$ cat config.mk
export PLATFORM = sky130hd
export DESIGN_NAME = encoder_4x2_event_flat
export DESIGN_NICKNAME = d
export VERILOG_FILES = /design/src/rtl/encoder_4x2_event_if.sv /design/src/rtl/encoder_4x2_event.sv /design/src/flat_wrapper.sv
export SDC_FILE = /design/constraint.sdc
export NUM_CORES = 1
export LEC_CHECK = 0
export CAP_MARGIN = 20
export CORE_MARGIN = 2
export CORE_UTILIZATION = 27
export CTS_BUF_LIST = sky130_fd_sc_hd__clkbuf_4 sky130_fd_sc_hd__clkbuf_8 sky130_fd_sc_hd__clkbuf_16
export DETAILED_ROUTE_END_ITERATION = 6
export SKIP_LAST_GASP = 1
export SYNTH_ARGS = -nofsm -noshare
export SYNTH_HDL_FRONTEND = slang
export SYNTH_SLANG_ARGS = --single-unit
$ cat constraint.sdc
create_clock -name clk -period 1.4 [get_ports clk]
set_input_delay 0.28 -clock clk [delete_from_list [all_inputs] [get_ports clk]]
set_output_delay 0.28 -clock clk [all_outputs]
set_load 0.02 [all_outputs]
$ cat src/rtl/encoder_4x2_event_if.sv
// Request/code handshake bundle for encoder_4x2_event.
// The slave modport is the encoder side and the master modport is the source/consumer side.
interface encoder_4x2_event_if;
  logic       enable;
  logic [3:0] in;
  logic [1:0] out;
  logic       valid;
  logic       ack;
  logic [3:0] pending;
  logic       overrun;

  modport slave  (input  enable, in, ack,
                  output out, valid, pending, overrun);
  modport master (output enable, in, ack,
                  input  out, valid, pending, overrun);
endinterface

$ cat src/rtl/encoder_4x2_event.sv
// Edge-capturing 4-to-2 encoder with a sticky pending register and a valid/ack handshake.
// Define ENCODER_ROUND_ROBIN_EN for rotating priority; by default the highest index wins.
module encoder_4x2_event (
  input  logic                 clk,
  input  logic                 rst,
  encoder_4x2_event_if.slave   bus
);

  localparam logic [0:0] IDLE = 1'b0;
  localparam logic [0:0] HOLD = 1'b1;

  logic [0:0] state_q, state_d;
  logic [3:0] in_q;
  logic [3:0] pending_q, pending_d;
  logic [1:0] out_q, out_d;
  logic       valid_q, valid_d;
  logic       overrun_q, overrun_d;
  logic [3:0] new_w;
  logic [3:0] grant_mask;
  logic [1:0] grant_idx;
  logic       grant_w;

`ifdef ENCODER_ROUND_ROBIN_EN
  logic [1:0] last_grant_q, last_grant_d;
  logic [1:0] cand;
  logic       found;

  // Search descends from one below the previous grant, wrapping modulo 4.
  always_comb begin
    grant_idx = '0;
    cand      = '0;
    found     = 1'b0;
    for (int unsigned k = 1; k <= 4; k++) begin
      cand = last_grant_q - 2'(k);
      if (!found && pending_q[cand]) begin
        grant_idx = cand;
        found     = 1'b1;
      end
    end
  end

  always_comb begin
    last_grant_d = last_grant_q;
    if (grant_w) last_grant_d = grant_idx;
  end

  always_ff @(posedge clk) begin
    if (rst) last_grant_q <= 2'd3;
    else     last_grant_q <= last_grant_d;
  end
`else
  always_comb begin
    grant_idx = '0;
    for (int unsigned k = 0; k < 4; k++) begin
      if (pending_q[k]) grant_idx = 2'(k);
    end
  end
`endif

  assign new_w      = {4{bus.enable}} & bus.in & ~in_q;
  assign grant_w    = (state_q == IDLE) && (pending_q != '0);
  assign grant_mask = grant_w ? (4'b0001 << grant_idx) : '0;

  // A fresh edge on the bit being granted re-sets it, so the OR follows the clear.
  assign pending_d = (pending_q & ~grant_mask) | new_w;
  assign overrun_d = overrun_q | ((new_w & pending_q & ~grant_mask) != '0);

  always_comb begin
    state_d = state_q;
    out_d   = out_q;
    valid_d = valid_q;
    case (state_q)
      IDLE: begin
        if (grant_w) begin
          out_d   = grant_idx;
          valid_d = 1'b1;
          state_d = HOLD;
        end
      end
      HOLD: begin
        if (bus.ack) begin
          valid_d = 1'b0;
          state_d = IDLE;
        end
      end
      default: begin
        valid_d = 1'b0;
        state_d = IDLE;
      end
    endcase
  end

  always_ff @(posedge clk) begin
    if (rst) begin
      state_q   <= IDLE;
      in_q      <= '0;
      pending_q <= '0;
      out_q     <= '0;
      valid_q   <= 1'b0;
      overrun_q <= 1'b0;
    end else begin
      state_q   <= state_d;
      in_q      <= bus.in;
      pending_q <= pending_d;
      out_q     <= out_d;
      valid_q   <= valid_d;
      overrun_q <= overrun_d;
    end
  end

  assign bus.out     = out_q;
  assign bus.valid   = valid_q;
  assign bus.pending = pending_q;
  assign bus.overrun = overrun_q;

endmodule
$ cat src/flat_wrapper.sv
// flat-port wrapper written by rule: the top's interface ports become plain ports
module encoder_4x2_event_flat 
  (clk, rst, bus_enable, bus_in, bus_ack, bus_out, bus_valid, bus_pending, bus_overrun);
  encoder_4x2_event_if bus_i ();
  input  logic clk;
  input  logic rst;
  input wire logic [$bits(bus_i.enable)-1:0] bus_enable;
  input wire logic [$bits(bus_i.in)-1:0] bus_in;
  input wire logic [$bits(bus_i.ack)-1:0] bus_ack;
  output wire logic [$bits(bus_i.out)-1:0] bus_out;
  output wire logic [$bits(bus_i.valid)-1:0] bus_valid;
  output wire logic [$bits(bus_i.pending)-1:0] bus_pending;
  output wire logic [$bits(bus_i.overrun)-1:0] bus_overrun;
  assign bus_i.enable = bus_enable;
  assign bus_i.in = bus_in;
  assign bus_i.ack = bus_ack;
  assign bus_out = bus_i.out;
  assign bus_valid = bus_i.valid;
  assign bus_pending = bus_i.pending;
  assign bus_overrun = bus_i.overrun;
  encoder_4x2_event u_core (.clk(clk), .rst(rst), .bus(bus_i));
endmodule
==> metrics.txt <==
GR Layer Usage met3 roughly 5.9%; post-synthesis instance area 490 um2; result of the run finished clean; placed wire-length estimate 770 um; Die ar. 2170 um2; dominant combinational cell family by area after synthesis compound AO/OA/AOI/OAI gates; fraction of synthesized cell area taken by the top area cell type 53.1%; worst reg-to-reg path cell count 4; total vias in the final route 451; area of the multi-input gates 214 um2; Final min period 1.35 ns; average wire length per cell after detail routing ~11 um; DR vias/cell 4.70; final design instance area without fill 727 um2; crit path DAT 1.51 ns; effective utilization at floorplan 28.4%; final critical-path share of the clock period 96.1%; DRT antenna net count 0; clock skew after layout 0.000916 ns; total global-route track usage 11.4%; instance area at placement 701 um2; Yosys reg bits 13; post-synth net total 57; Mapped Avg Cell Area around 10 um2; Num CTS Buffers 3; arithmetic-cell share of the synthesized area counting full adders, half adders and majority gates 0%; leakage dissipation 0.307 nW; Slowest Stage Delay on Critical Path about 0.36 ns; footprint of the flip-flops and latches approximately 260 um2; count of different cell masters after synthesis 20; level count of the clock H-tree 1; I/O pin cnt 16; ranking of synthesized cells by instance count 13 x sky130_fd_sc_hd__dfxtp_1, 6 x sky130_fd_sc_hd__a21oi_1, 4 x sky130_fd_sc_hd__nand3b_1, 4 x sky130_fd_sc_hd__nor2b_1; Nets 80; count leader, synth sky130_fd_sc_hd__dfxtp_1; maximum root-to-sink buffer count 2; critical path peak fanout 6; area inside the core boundary around 1700 um2; worst IR drop on VDD 0.670 mV; TNS Setup 0 ns; final weighted congestion in routability-driven placement between 0.7 and 0.8; clock tree from TritonCTS yes; antenna diode count 0; part of the Yosys area used for sequential elements approximately 53%; width of the die ~47 um; Max-cap violations 0; first-pass GRT wire length about 1700 um; series of cell instances along the critical path buf_4, o31ai_1, o22ai_1, o31a_1; height of the die 46.6 um; hold crit path type flip-flop to flip-flop; Area Overhead vs Synth 48.2%; DRC violations left 0; count of standard-cell rows 15; iteration-0 DRC count of the detailed router 17; clk_lat worst skew 0.27 ns; share of synthesized registers carrying an async set or reset 0%; 1st-pass router iterations 6; maximum number of pins on one net before global-route repair 8; filler cell count 179; met2 Track Usage GR 17.8%; required time reported for the critical path endpoint between 1.5 and 2 ns; top cells by area, synth sky130_fd_sc_hd__dfxtp_1 53%, sky130_fd_sc_hd__a21oi_1 6.1%, sky130_fd_sc_hd__nand3b_1 6.1%; Setup crit start kind flip-flop; root cell of the clock tree sky130_fd_sc_hd__clkbuf_4; Main synth FF type sky130_fd_sc_hd__dfxtp_1; total overflow reported by the global router 0; initial antenna violation count 0; vias in the first global route just over 400; hold bufs inserted after CTS 0; post-synthesis share of cell area spent on xor and xnor gates 0%; busiest layer in global routing met2; Power Density 1120 nW/um2; number of cells produced by synthesis 49; type of destination of the critical path flip-flop; clock sink total 13; layout cells sized above 1 18.3%; number of warnings printed during yosys synthesis 0; post-CTS clock slew at the launch and capture registers of the worst setup and hold paths about 0.070 ns; setup violation total in the final timing report 0; met1 capacity usage during global routing 13.1%; routed wire length 1050 um; Compound-Gate Fraction of Synth Area about a quarter; slew at the pin with the worst max-slew slack 0.381 ns; Critical Path Slowest Stage Cell sky130_fd_sc_hd__dfxtp_1; multiplexer share of the synthesized area 0%; Hold Fails Final Rpt 0; Port-buffer cells 15; RSZ-0062 raised after global routing false; classification of the worst setup path flip-flop to flip-flop; area fraction in and, or, nand and nor cells after synthesis 18.1%; number of post-CTS setup repair buffers 0; library cell occupying the most area in the post-synthesis netlist sky130_fd_sc_hd__dfxtp_1; total count of max-transition violations in the final report 0; cell depth of the worst min-delay path 2; relative max-transition margin 73.9%; highest clock frequency the design can meet about 0.74 GHz; number of enable flip-flop cells after synthesis 0
-- cells in the final DEF (no fill, tap or decap), drive strengths merged --
| cell type | netlist | final |
|---|---|---|
| o41ai | 1 | 1 |
| nand2 | 2 | 2 |
| dfxtp | 13 | 13 |
| o22ai | 2 | 2 |
| clkdlybuf4s50 | 0 | 7 |
| buf | 1 | 5 |
| nand3b | 4 | 4 |
| clkdlybuf4s15 | 0 | 2 |
| nor2b | 4 | 4 |
| clkbuf | 1 | 4 |
| or4 | 1 | 1 |
| o31ai | 1 | 1 |
| o211a | 1 | 1 |
| o31a | 1 | 1 |
| dlygate4sd2 | 0 | 6 |
| a21oi | 6 | 6 |
| nor4 | 1 | 1 |
| a22oi | 1 | 1 |
| a2111oi | 1 | 1 |
| nor3 | 1 | 1 |
| nor2 | 1 | 1 |
| o21ai | 3 | 3 |
| inv | 3 | 3 |
-- cells by family after synthesis --
logic type | Yosys count
AND/OR/NAND/NOR | 14
AO/OA/AOI/OAI | 17
flip-flops | 13
buffers and inverters | 5
-- worst max-delay path: cells and delay by family, from the launching register on --
family	cells	cell delay [ns]
AOI/OAI and AO/OA	3	0.71
DFF	1	0.36
buffers and inverters	1	0.16
-- per-layer routing --
| metal | wire length [um] | vias to the layer above |
|---|---|---|
| met3 | 107 | 0 |
| met1 | 458 | 201 |
| li1 | - | 225 |
| met4 | 0 | 0 |
| met2 | 486 | 25 |
| met5 | 0 | - |
-- flip-flops by register name, summed over array words and instances (netlist names) --
name                flops
u_core.bus.out          2
u_core.in_q             4
u_core.state_q          1
u_core.bus.pending      4
u_core.bus.valid        1
u_core.bus.overrun      1
-- final timing paths --
| kind | from | endpoint | slack (ns) |
|---|---|---|---|
| worst max-delay path | u_core.bus.pending[3]$_SDFF_PP0_ | u_core.bus.overrun$_SDFF_PP0_ | 0.05 |
| worst min-delay path | u_core.bus.out[1]$_SDFFE_PP0P_ | u_core.bus.out[1]$_SDFFE_PP0P_ | 0.47 |
| worst max register to register | u_core.bus.pending[3]$_SDFF_PP0_ | u_core.bus.overrun$_SDFF_PP0_ | 0.05 |
| worst min register to register | u_core.bus.out[1]$_SDFFE_PP0P_ | u_core.bus.out[1]$_SDFFE_PP0P_ | 0.47 |
-- metrics by stage --
stage	utilization, %	setup slack (ns)	hold slack (ns)	std cells	total power, mW
2_1_floorplan	-	0.0656	0.352	49	0.511
4_1_cts	41.7	0.0335	0.475	96	0.829
6_report	42.1	0.0547	0.470	96	0.815
5_1_grt	42.1	0.00615	0.515	96	0.861
3_5_place_dp	40.6	0.0499	0.466	92	0.590
3_3_place_gp	40.6	0.0661	0.464	92	0.589
-- where the power goes --
part           internal [mW]  switching [mW]  leakage [nW]  total [mW]
sequential             0.397          0.0217         0.107       0.419
combinational         0.0813          0.0736         0.181       0.155
clock                  0.130           0.112        0.0184       0.241
-- timing repair --
| action | CTS | global route |
|---|---|---|
| pin swaps | 0 | 0 |
| hold endpoints to repair | 0 | 0 |
| resized for setup | 8 | 3 |
| setup endpoints to repair | 8 | 3 |
-- final cells by class --
cell class	count	area share [%]
Sequential cell	13	35.8
Clock buffer	4	4.13
Timing Repair Buffer	20	24.8
Tap cell	25	4.30
Inverter	3	1.55
Multi-Input combinational cell	31	29.4
No activity file was read; power rests on OpenSTA's default activity.
